`config.mk`:
```
export PLATFORM = sky130hd
export DESIGN_NAME = poll_scheduler
export DESIGN_NICKNAME = d
export VERILOG_FILES = /design/src/rtl/poll_scheduler_pkg.sv /design/src/rtl/tick_prescaler.sv /design/src/rtl/poll_scheduler.sv
export SDC_FILE = /design/constraint.sdc
export NUM_CORES = 1
export LEC_CHECK = 0
export CORE_ASPECT_RATIO = 1.4
export CORE_MARGIN = 2
export CORE_UTILIZATION = 60
export CTS_CLUSTER_DIAMETER = 60
export CTS_CLUSTER_SIZE = 16
export DETAILED_ROUTE_END_ITERATION = 10
export GPL_TIMING_DRIVEN = 0
export PLACE_DENSITY = 0.82
export SLEW_MARGIN = 20
export SYNTH_ARGS = -nofsm -noshare
export SYNTH_HDL_FRONTEND = slang
export SYNTH_SLANG_ARGS = --single-unit
```
`constraint.sdc`:
```
create_clock -name clock -period 2.39 [get_ports clock]
set_input_delay 0.3585 -clock clock [delete_from_list [all_inputs] [get_ports clock]]
set_output_delay 0.3585 -clock clock [all_outputs]
set_load 0.01 [all_outputs]
```
`src/rtl/poll_scheduler_pkg.sv`:
```
// Shared types and constants for the poll scheduler and its tick prescaler.
package poll_scheduler_pkg;

   typedef enum logic [1:0] {
      IDLE  = 2'd0,
      START = 2'd1,
      WAIT  = 2'd2
   } state_e;

   // Channel index width; a single channel still needs one bit.
   function automatic int unsigned ch_w(input int unsigned n);
      return (n <= 1) ? 1 : $clog2(n);
   endfunction

   localparam logic   RST_FLAG  = 1'b0;
   localparam state_e RST_STATE = IDLE;

endpackage

```
`src/rtl/tick_prescaler.sv`:
```
// Free-running prescaler producing a registered one-cycle base tick every TICK_DIVISOR clocks.
module tick_prescaler
   import poll_scheduler_pkg::*;
#(
   parameter int unsigned TICK_DIVISOR      = 50000,
   parameter int unsigned TICK_COUNTER_SIZE = 16
) (
   input  logic clock,
   input  logic reset,
   output logic tick
);

   localparam logic [TICK_COUNTER_SIZE-1:0] LAST = TICK_COUNTER_SIZE'(TICK_DIVISOR - 1);

   logic [TICK_COUNTER_SIZE-1:0] count;

   always_ff @(posedge clock) begin
      if (!reset) begin
         count <= '0;
         tick  <= RST_FLAG;
      end else if (count == LAST) begin
         count <= '0;
         tick  <= 1'b1;
      end else begin
         count <= count + TICK_COUNTER_SIZE'(1);
         tick  <= 1'b0;
      end
   end

endmodule

```
`src/rtl/poll_scheduler.sv`:
```
// Periodic round-robin poll scheduler granting one shared sensor reader via start/done handshake.
module poll_scheduler
   import poll_scheduler_pkg::*;
#(
   parameter int unsigned NUM_CHANNELS      = 4,
   parameter int unsigned TICK_DIVISOR      = 50000,
   parameter int unsigned TICK_COUNTER_SIZE = 16,
   parameter int unsigned INTERVAL_SIZE     = 12,
   parameter int unsigned TIMEOUT_TICKS     = 20,
   localparam int unsigned CH_W             = ch_w(NUM_CHANNELS)
) (
   input  logic                     clock,
   input  logic                     reset,
   input  logic                     enable,
   input  logic [NUM_CHANNELS-1:0]  channel_mask,
   input  logic [INTERVAL_SIZE-1:0] interval,
   input  logic [NUM_CHANNELS-1:0]  poll_now,
   output logic                     reader_start,
   output logic [CH_W-1:0]          reader_channel,
   input  logic                     reader_done,
   input  logic                     reader_error,
   output logic                     tick,
   output logic                     busy,
   output logic                     fault,
   output logic [NUM_CHANNELS-1:0]  pending
);

   localparam int unsigned     TO_W     = $clog2(TIMEOUT_TICKS + 1);
   localparam logic [CH_W-1:0] LAST_RST = CH_W'(NUM_CHANNELS - 1);

   state_e                   state, state_next;
   logic [CH_W-1:0]          last_grant, last_grant_next, channel_next;
   logic [TO_W-1:0]          tmo_cnt, tmo_cnt_next;
   logic                     fault_next;
   logic [INTERVAL_SIZE-1:0] counter [NUM_CHANNELS];
   logic [INTERVAL_SIZE-1:0] reload;
   logic [NUM_CHANNELS-1:0]  granted, pend_set, pend_clr;
   logic                     sel_found;
   logic [CH_W-1:0]          sel_ch;
   int unsigned              idx;

   tick_prescaler #(
      .TICK_DIVISOR      (TICK_DIVISOR),
      .TICK_COUNTER_SIZE (TICK_COUNTER_SIZE)
   ) u_prescaler (
      .clock (clock),
      .reset (reset),
      .tick  (tick)
   );

   // An interval of 0 behaves as 1, i.e. reload with 0.
   always_comb begin
      reload = (interval == '0) ? '0 : interval - INTERVAL_SIZE'(1);
   end

   // Per-channel request set/clear terms; a set in the same cycle overrides a clear.
   always_comb begin
      for (int i = 0; i < NUM_CHANNELS; i++) begin
         granted[i]  = (state != IDLE) && (reader_channel == CH_W'(i));
         pend_set[i] = enable && channel_mask[i] && ((tick && (counter[i] == '0)) || poll_now[i]);
         pend_clr[i] = ((state == START) && (reader_channel == CH_W'(i)))
                    || (!channel_mask[i] && !granted[i]);
      end
   end

   always_ff @(posedge clock) begin
      if (!reset) begin
         pending <= '0;
         for (int i = 0; i < NUM_CHANNELS; i++) counter[i] <= '0;
      end else begin
         pending <= (pending & ~pend_clr) | pend_set;
         for (int i = 0; i < NUM_CHANNELS; i++) begin
            if (!channel_mask[i]) begin
               if (!granted[i]) counter[i] <= '0;
            end else if (enable && tick) begin
               counter[i] <= (counter[i] == '0) ? reload : counter[i] - INTERVAL_SIZE'(1);
            end
         end
      end
   end

   // Round-robin pick: first pending channel above the last one served.
   always_comb begin
      sel_found = 1'b0;
      sel_ch    = '0;
      idx       = '0;
      for (int unsigned k = 1; k <= NUM_CHANNELS; k++) begin
         idx = 32'(last_grant) + k;
         if (idx >= NUM_CHANNELS) idx = idx - NUM_CHANNELS;
         if (!sel_found && pending[CH_W'(idx)]) begin
            sel_found = 1'b1;
            sel_ch    = CH_W'(idx);
         end
      end
   end

   always_comb begin
      state_next      = state;
      channel_next    = reader_channel;
      last_grant_next = last_grant;
      tmo_cnt_next    = tmo_cnt;
      fault_next      = 1'b0;
      case (state)
         IDLE: begin
            if (enable && sel_found) begin
               channel_next = sel_ch;
               state_next   = START;
            end
         end
         START: begin
            tmo_cnt_next = '0;
            state_next   = WAIT;
         end
         WAIT: begin
            if (reader_error || reader_done) begin
               fault_next      = reader_error;
               last_grant_next = reader_channel;
               state_next      = IDLE;
            end else if (tick) begin
               tmo_cnt_next = tmo_cnt + TO_W'(1);
               // A stuck channel still advances the round-robin pointer.
               if (tmo_cnt + TO_W'(1) == TO_W'(TIMEOUT_TICKS)) begin
                  fault_next      = 1'b1;
                  last_grant_next = reader_channel;
                  state_next      = IDLE;
               end
            end
         end
         default: state_next = IDLE;
      endcase
   end

   always_ff @(posedge clock) begin
      if (!reset) begin
         state          <= RST_STATE;
         reader_channel <= '0;
         last_grant     <= LAST_RST;
         tmo_cnt        <= '0;
         reader_start   <= RST_FLAG;
         busy           <= RST_FLAG;
         fault          <= RST_FLAG;
      end else begin
         state          <= state_next;
         reader_channel <= channel_next;
         last_grant     <= last_grant_next;
         tmo_cnt        <= tmo_cnt_next;
         reader_start   <= (state_next == START);
         busy           <= (state_next != IDLE);
         fault          <= fault_next;
      end
   end

endmodule

```
==> qor.yml, run 1 <==
critPathRequiredTime_ns: 2.46
synth_fa_ha_area_share_pct: 3.65
slowest_stage: "or4_1"
clk_latency_ns: 0.34
max-slew-margin-rel_pct: 44.6
finish.utilization_pct: 73.9
fin_worst_skew_ns: 0.00430
tightest_slew_ns: 0.820
synth_xor_area_share_pct: 6.48
worstSetupStartpointType: "flip-flop"
fin_area_mm2: 0.00610
htree_levels: 3
place_hpwl_um: 9830
antenna_found_initial: 0
timing.fmax_ghz: 0.428
ant_nets: 0
drv_cap: 0
drt-vias-per-instance: 6.76
start_util_pct: 62.3
first_iter_violations: 430
arrival_ns: 2.41
end_kind: "flip-flop"
whs_path_depth: 1
yosysTopAreaCell: "edfxtp_1"
cts_sinks: 83
synth_area_mm2: 0.00513
regArea_mm2: 0.00214
gr-usage-all-layers_pct: 29.9
synthSimpleGateAreaFrac_pct: 23.8
place_area_mm2: 0.00560
fin_nets: 645
ys.flop_type: "edfxtp_1"
netlist_top_cells_count: "48 x edfxtp_1, 48 x nor2_1, 35 x a211oi_1, 35 x dfxtp_1, 35 x nand2_1"
fillerInstances: 615
crit_buf_inv: 1
hold_slack_ns: 0.468
fin_crit_ns: 2.34
synth_top_area_share_pct: 28.1
total_leakage_power_nw: 2.14
hold_viol: 0
antenna_cells: 0
holdPathEnd: "u_prescaler.count[0]"
synth.distinct_cells: 61
met1_usage_pct: 36.6
rsz0062_at_grt: "true"
post-route-drc-count: 0
routed_wl_um: 13700
async_flop_share_pct: 0
r2r_cells: 5
crit_family: "simple AND/OR/NAND/NOR gates"
fp.dieH_um: 113
drive_gt1_share_pct: 11.0
die-area_mm2: 0.00932
overflow: 0
critical_path.max_stage_delay_ns: 0.62
r2r-start: "counter[0][7]"
syn_inst: 554
crit_chain: "or4_1, or4_4, buf_6, nand3_1, o22ai_1"
ios: 35
finalSetupViolCount: 0
fin_setup_tns_ns: 0
synth_edf_count: 48
fp.dieW_um: 82.2
grt_pass1_wl_um: 21600
criticalPathCategory: "flip-flop to flip-flop"
area_growth_pct: 18.8
holdCritPathClass: "flip-flop to flip-flop"
avgSynthCellArea_um2: 9.27
grt_max_degree: 15
cts_tree: "done"
num_vias: 4812
cp_num_cells: 5
synth_warnings: 0
min-delay-start: "u_prescaler.count[0]"
yosys_register_bits: 83
synth.area.mux_share_pct: 1.02
dr.pass1.iters: 6
synth_compound_area_share_pct: 19.8
timing.rr.end: "counter[0][8]"
fin_ws_ns: 0.0514
grt_pass1_vias: 4587
r2r_slack_ns: 0.05
ir_drop_mv: 0.462
cts_buffers: 9
wl_per_cell_um: 19.3
synth_top_family_by_area: "simple AND/OR/NAND/NOR gates"
synthesis.nets: 594
multiInputGateArea_mm2: 0.00293
drv_slew: 0
rows: 39
gp_congestion: 0.917
fin_crit_sh_pct: 97.8
post-place-ws_ns: -0.663
ys_seq_area_share_pct: 41.7
io_buffers: 34
clkTransAtPathRegs_ns: 0.06
clk_path_buf_depth: 2
core_area_mm2: 0.00825
cts_root_buf: "clkbuf_16"
power.density_mw_per_mm2: 592
grt-busiest-layer: "met2"
synth_area_leaders: "edfxtp_1 28%, dfxtp_1 14%, a211oi_1 5.1%"
grt_use_met3_pct: 7.04
cp_max_fo: 8
status: "completed"
gr-usage-met2_pct: 49.6
[per-stage QoR]
| stage | total power, mW | cells |
|---|---|---|
| 2_1_floorplan | 1.97 | 554 |
| 3_3_place_gp | 2.14 | 690 |
| 3_5_place_dp | 2.16 | 690 |
| 4_1_cts | 3.58 | 706 |
| 5_1_grt | 3.74 | 712 |
| 6_report | 3.61 | 712 |
[metal layers]
layer  share of wire (%)  vias up
met1                  40     2305
li1                    -     2246
met2                  50      209
met3                 6.2       52
met4                 4.1        0
met5                   0        -
[logic make-up after synthesis]
kind of cell | count (synthesis)
AO/OA/AOI/OAI | 147
XOR/XNOR | 38
adder cells (fa/ha/maj) | 15
buffers and inverters | 45
flip-flops | 83
multiplexers | 5
AND/OR/NAND/NOR | 221
[state kept, by name, summed over array words and instances (netlist names)]
name	flops
busy	1
counter	48
fault	1
last_grant	2
pending	4
reader_channel	2
reader_start	1
state	2
tmo_cnt	5
u_prescaler.count	16
u_prescaler.tick	1
[worst register-to-register path, delay by kind of cell (launching register included)]
| kind | cells | cell delay (ns) |
|---|---|---|
| AO/OA/AOI/OAI | 1 | 0.13 |
| buffers and inverters | 1 | 0.15 |
| flip-flops | 1 | 0.47 |
| AND/OR/NAND/NOR | 3 | 1.33 |
[worst max path at each step]
stage,from,slack (ns),end
3_5_place_dp,interval[0],-0.66,counter[1][5]
4_1_cts,interval[0],-0.08,counter[0][8]
6_report,counter[0][7],0.05,counter[0][8]
2_1_floorplan,counter[0][2],0.19,counter[0][11]
3_3_place_gp,interval[0],-0.57,counter[2][5]
5_1_grt,interval[3],-0.09,counter[1][7]
[layout make-up]
class	instances	area share, %
inverters	24	1.48
clock buffers	12	4.74
plain buffers	18	1.29
repair buffers	43	6.69
clock inverters	4	0.472
well taps	102	2.09
flip-flops and latches	83	35.1
multi-input cells	426	48.1
[what timing repair did]
action,in CTS,in global routing
gates resized for setup,9,22
pin swaps,0,1
setup endpoints to repair,42,38
setup buffers,0,9
hold buffers,0,0
[power by group]
part / internal (mW) / switching [mW]
Clock: 0.859 / 0.573
Sequential: 1.57 / 0.0657
Combinational: 0.217 / 0.328
Total: 2.65 / 0.967
[layout by cell type (no fill, tap or decap), drive strengths merged, types with 15 or more instances in the layout]
master,synthesis,final
nor4,16,16
nand2,35,35
dfxtp,35,35
a21oi,25,25
clkdlybuf4s50,0,34
nor3,20,20
nor2,48,48
inv,24,24
a211oi,36,36
xor2,27,27
edfxtp,48,48
ha,15,15
nand3,22,22
clkbuf,19,28
o21ai,16,16
(Power assumes the default switching activity.)
==> run 2, diff against run 1 <==
--- a/config.mk
+++ b/config.mk
@@ -5,6 +5,7 @@
 export SDC_FILE = /design/constraint.sdc
 export NUM_CORES = 1
 export LEC_CHECK = 0
+export CAP_MARGIN = 5
 export CORE_ASPECT_RATIO = 1.4
 export CORE_MARGIN = 2
 export CORE_UTILIZATION = 60
==> results of run 2 <==
The final DEF is identical to that of run 1; final timing and power are the same.
==> run 3, diff against run 2 <==
--- a/config.mk
+++ b/config.mk
@@ -17,4 +17,5 @@
 export SLEW_MARGIN = 20
 export SYNTH_ARGS = -nofsm -noshare
 export SYNTH_HDL_FRONTEND = slang
+export SYNTH_HIERARCHICAL = 1
 export SYNTH_SLANG_ARGS = --single-unit
==> qor.yml, run 3 <==
netlist_top_cells_count: "62 x nor2_1, 48 x edfxtp_1, 35 x a211oi_1, 35 x dfxtp_1, 32 x xnor2_1"
critPathRequiredTime_ns: 2.49
grt_pass1_wl_um: 20900
antenna_found_initial: 0
fin_crit_ns: 2.40
clk_latency_ns: 0.35
r2r_cells: 6
fin_ws_ns: -0.00692
power.density_mw_per_mm2: 554
syn_inst: 552
cts_tree: "done"
criticalPathCategory: "input pin to flip-flop"
max-slew-margin-rel_pct: 40.8
avgSynthCellArea_um2: 9.41
synth_area_leaders: "edfxtp_1 28%, dfxtp_1 13%, xnor2_1 5.4%"
rows: 40
cts_root_buf: "clkbuf_16"
synthesis.nets: 588
num_vias: 4734
finalSetupViolCount: 1
total_leakage_power_nw: 2.17
drv_slew: 0
total_power_mw: 3.44
fin_worst_skew_ns: 0.00922
grt_pass1_vias: 4498
first_iter_violations: 339
fin_nets: 643
synth_edf_count: 48
core_area_mm2: 0.00851
ios: 35
final_cell_mix: "61 x nor2_1, 48 x edfxtp_1, 35 x dfxtp_1"
cp_max_fo: 7
antenna_cells: 0
ant_nets: 0
whs_path_depth: 3
finish.utilization_pct: 73.1
fp.dieH_um: 114
ys_seq_area_share_pct: 41.3
start_util_pct: 61.0
post-route-drc-count: 0
ys.flop_type: "edfxtp_1"
largest_reg_flops: 48
drive_gt1_share_pct: 14.2
arrival_ns: 2.50
end_kind: "flip-flop"
yosys_register_bits: 83
grt_max_degree: 15
synth_warnings: 6
area_growth_pct: 19.7
hold_viol: 0
place_hpwl_um: 9140
regMostFlops: "counter"
worstSetupStartpointType: "input pin"
routed_wl_um: 13400
post-place-ws_ns: -0.751
fin_crit_sh_pct: 100
ir_drop_mv: 0.429
fillerInstances: 632
yosysTopAreaCell: "edfxtp_1"
violations: "negative setup slack"
htree_levels: 3
dr.pass1.iters: 5
final_common_cell: "nor2_1"
gr-usage-all-layers_pct: 29.0
timing.fmax_ghz: 0.417
yosysMostFrequentCell: "nor2_1"
synth_area_mm2: 0.00519
status: "finished, violations left"
die-area_mm2: 0.00942
cts_sinks: 83
drv_cap: 0
synth_top_area_share_pct: 27.8
holdCritPathClass: "input pin to flip-flop"
reg.largest.list: "counter: 48 flops, u_prescaler/count: 16 flops, tmo_cnt: 5 flops"
clkTransAtPathRegs_ns: 0.06
tightest_slew_ns: 0.884
synth.distinct_cells: 71
io_buffers: 32
async_flop_share_pct: 0
gp_congestion: 0.920
drt-vias-per-instance: 6.60
clk_path_buf_depth: 2
wl_per_cell_um: 18.7
fin_setup_tns_ns: -0.00692
overflow: 0
cts_buffers: 9
fp.dieW_um: 82.6
[run 3: cell types whose count changed after synthesis, sizes merged, moves of 7 or more]
cell	change
buf	+7
nand2	-17
nor2	+14
nor3	+8
o22ai	-9
xnor2	+21
xor2	-23
[run 3: cells by family (layout without fill, tap and decap cells)]
| family | after synthesis | after routing | share of synthesized area (%) |
|---|---|---|---|
| xor gates and xnor gates | 36 | 36 | 6.07 |
| DFF | 83 | 83 | 41.3 |
| muxes | 1 | 1 | 0.193 |
| and+or+nand+nor | 221 | 221 | 24.6 |
| buffers and inverters | 58 | 118 | 5.04 |
| adders and majority gates | 11 | 11 | 2.65 |
| AOI/OAI and AO/OA | 142 | 142 | 20.2 |
[run 3: cell type report]
| class | count | area [µm²] | area share, % |
|---|---|---|---|
| Multi-Input combinational cell | 411 | 2960 | 47.7 |
| Sequential cell | 83 | 2140 | 34.5 |
| Timing Repair Buffer | 47 | 449 | 7.22 |
| Clock buffer | 12 | 258 | 4.15 |
| Buffer | 29 | 154 | 2.48 |
| Tap cell | 105 | 131 | 2.11 |
| Inverter | 26 | 97.6 | 1.57 |
| Clock inverter | 4 | 22.5 | 0.362 |
[run 3: layer usage]
layer  up-vias  wire length (µm)  track usage (%)
li1       2237                 -                -
met1      2260              5410             35.5
met2       191              6660             47.2
met3        46               828             5.84
met4         0               485             15.5
met5         -                 0                0
[run 3: stage by stage]
stage / hold WS (ns) / std cells / area (µm²)
after floorplan: 0.429 / 552 / 5190
after global placement: 0.441 / 689 / 5640
after detailed placement: 0.460 / 690 / 5650
after CTS: 0.434 / 707 / 6030
after global routing: 0.464 / 717 / 6220
final: 0.432 / 717 / 6220
[run 3: report_power, final]
part,leakage (nW),total [mW],internal [mW],switching (mW)
Clock,0.142,1.33,0.765,0.566
Combinational,1.21,0.506,0.217,0.289
Sequential,0.820,1.61,1.56,0.0499
[run 3: final timing paths]
kind / to / startpoint / slack [ns]
min: pending[1] / enable / 0.43
min reg2reg: u_prescaler/count[0] / u_prescaler/count[0] / 0.46
max: counter[3][11] / interval[6] / -0.007
max reg2reg: counter[0][3] / counter[0][5] / 0.06
[run 3: what timing repair did]
item | in CTS | in global routing
resized for setup | 15 | 23
hold buffers | 0 | 0
buffers inserted | 1 | 13
pin swaps | 0 | 4
setup endpoints to repair | 35 | 30
[run 3: worst max-delay path: stages]
cell and delay (ns):
clkdlybuf4s50_1 0.56, nor4_4 0.52, a41oi_1 0.44, o311a_1 0.46, o21a_1 0.16
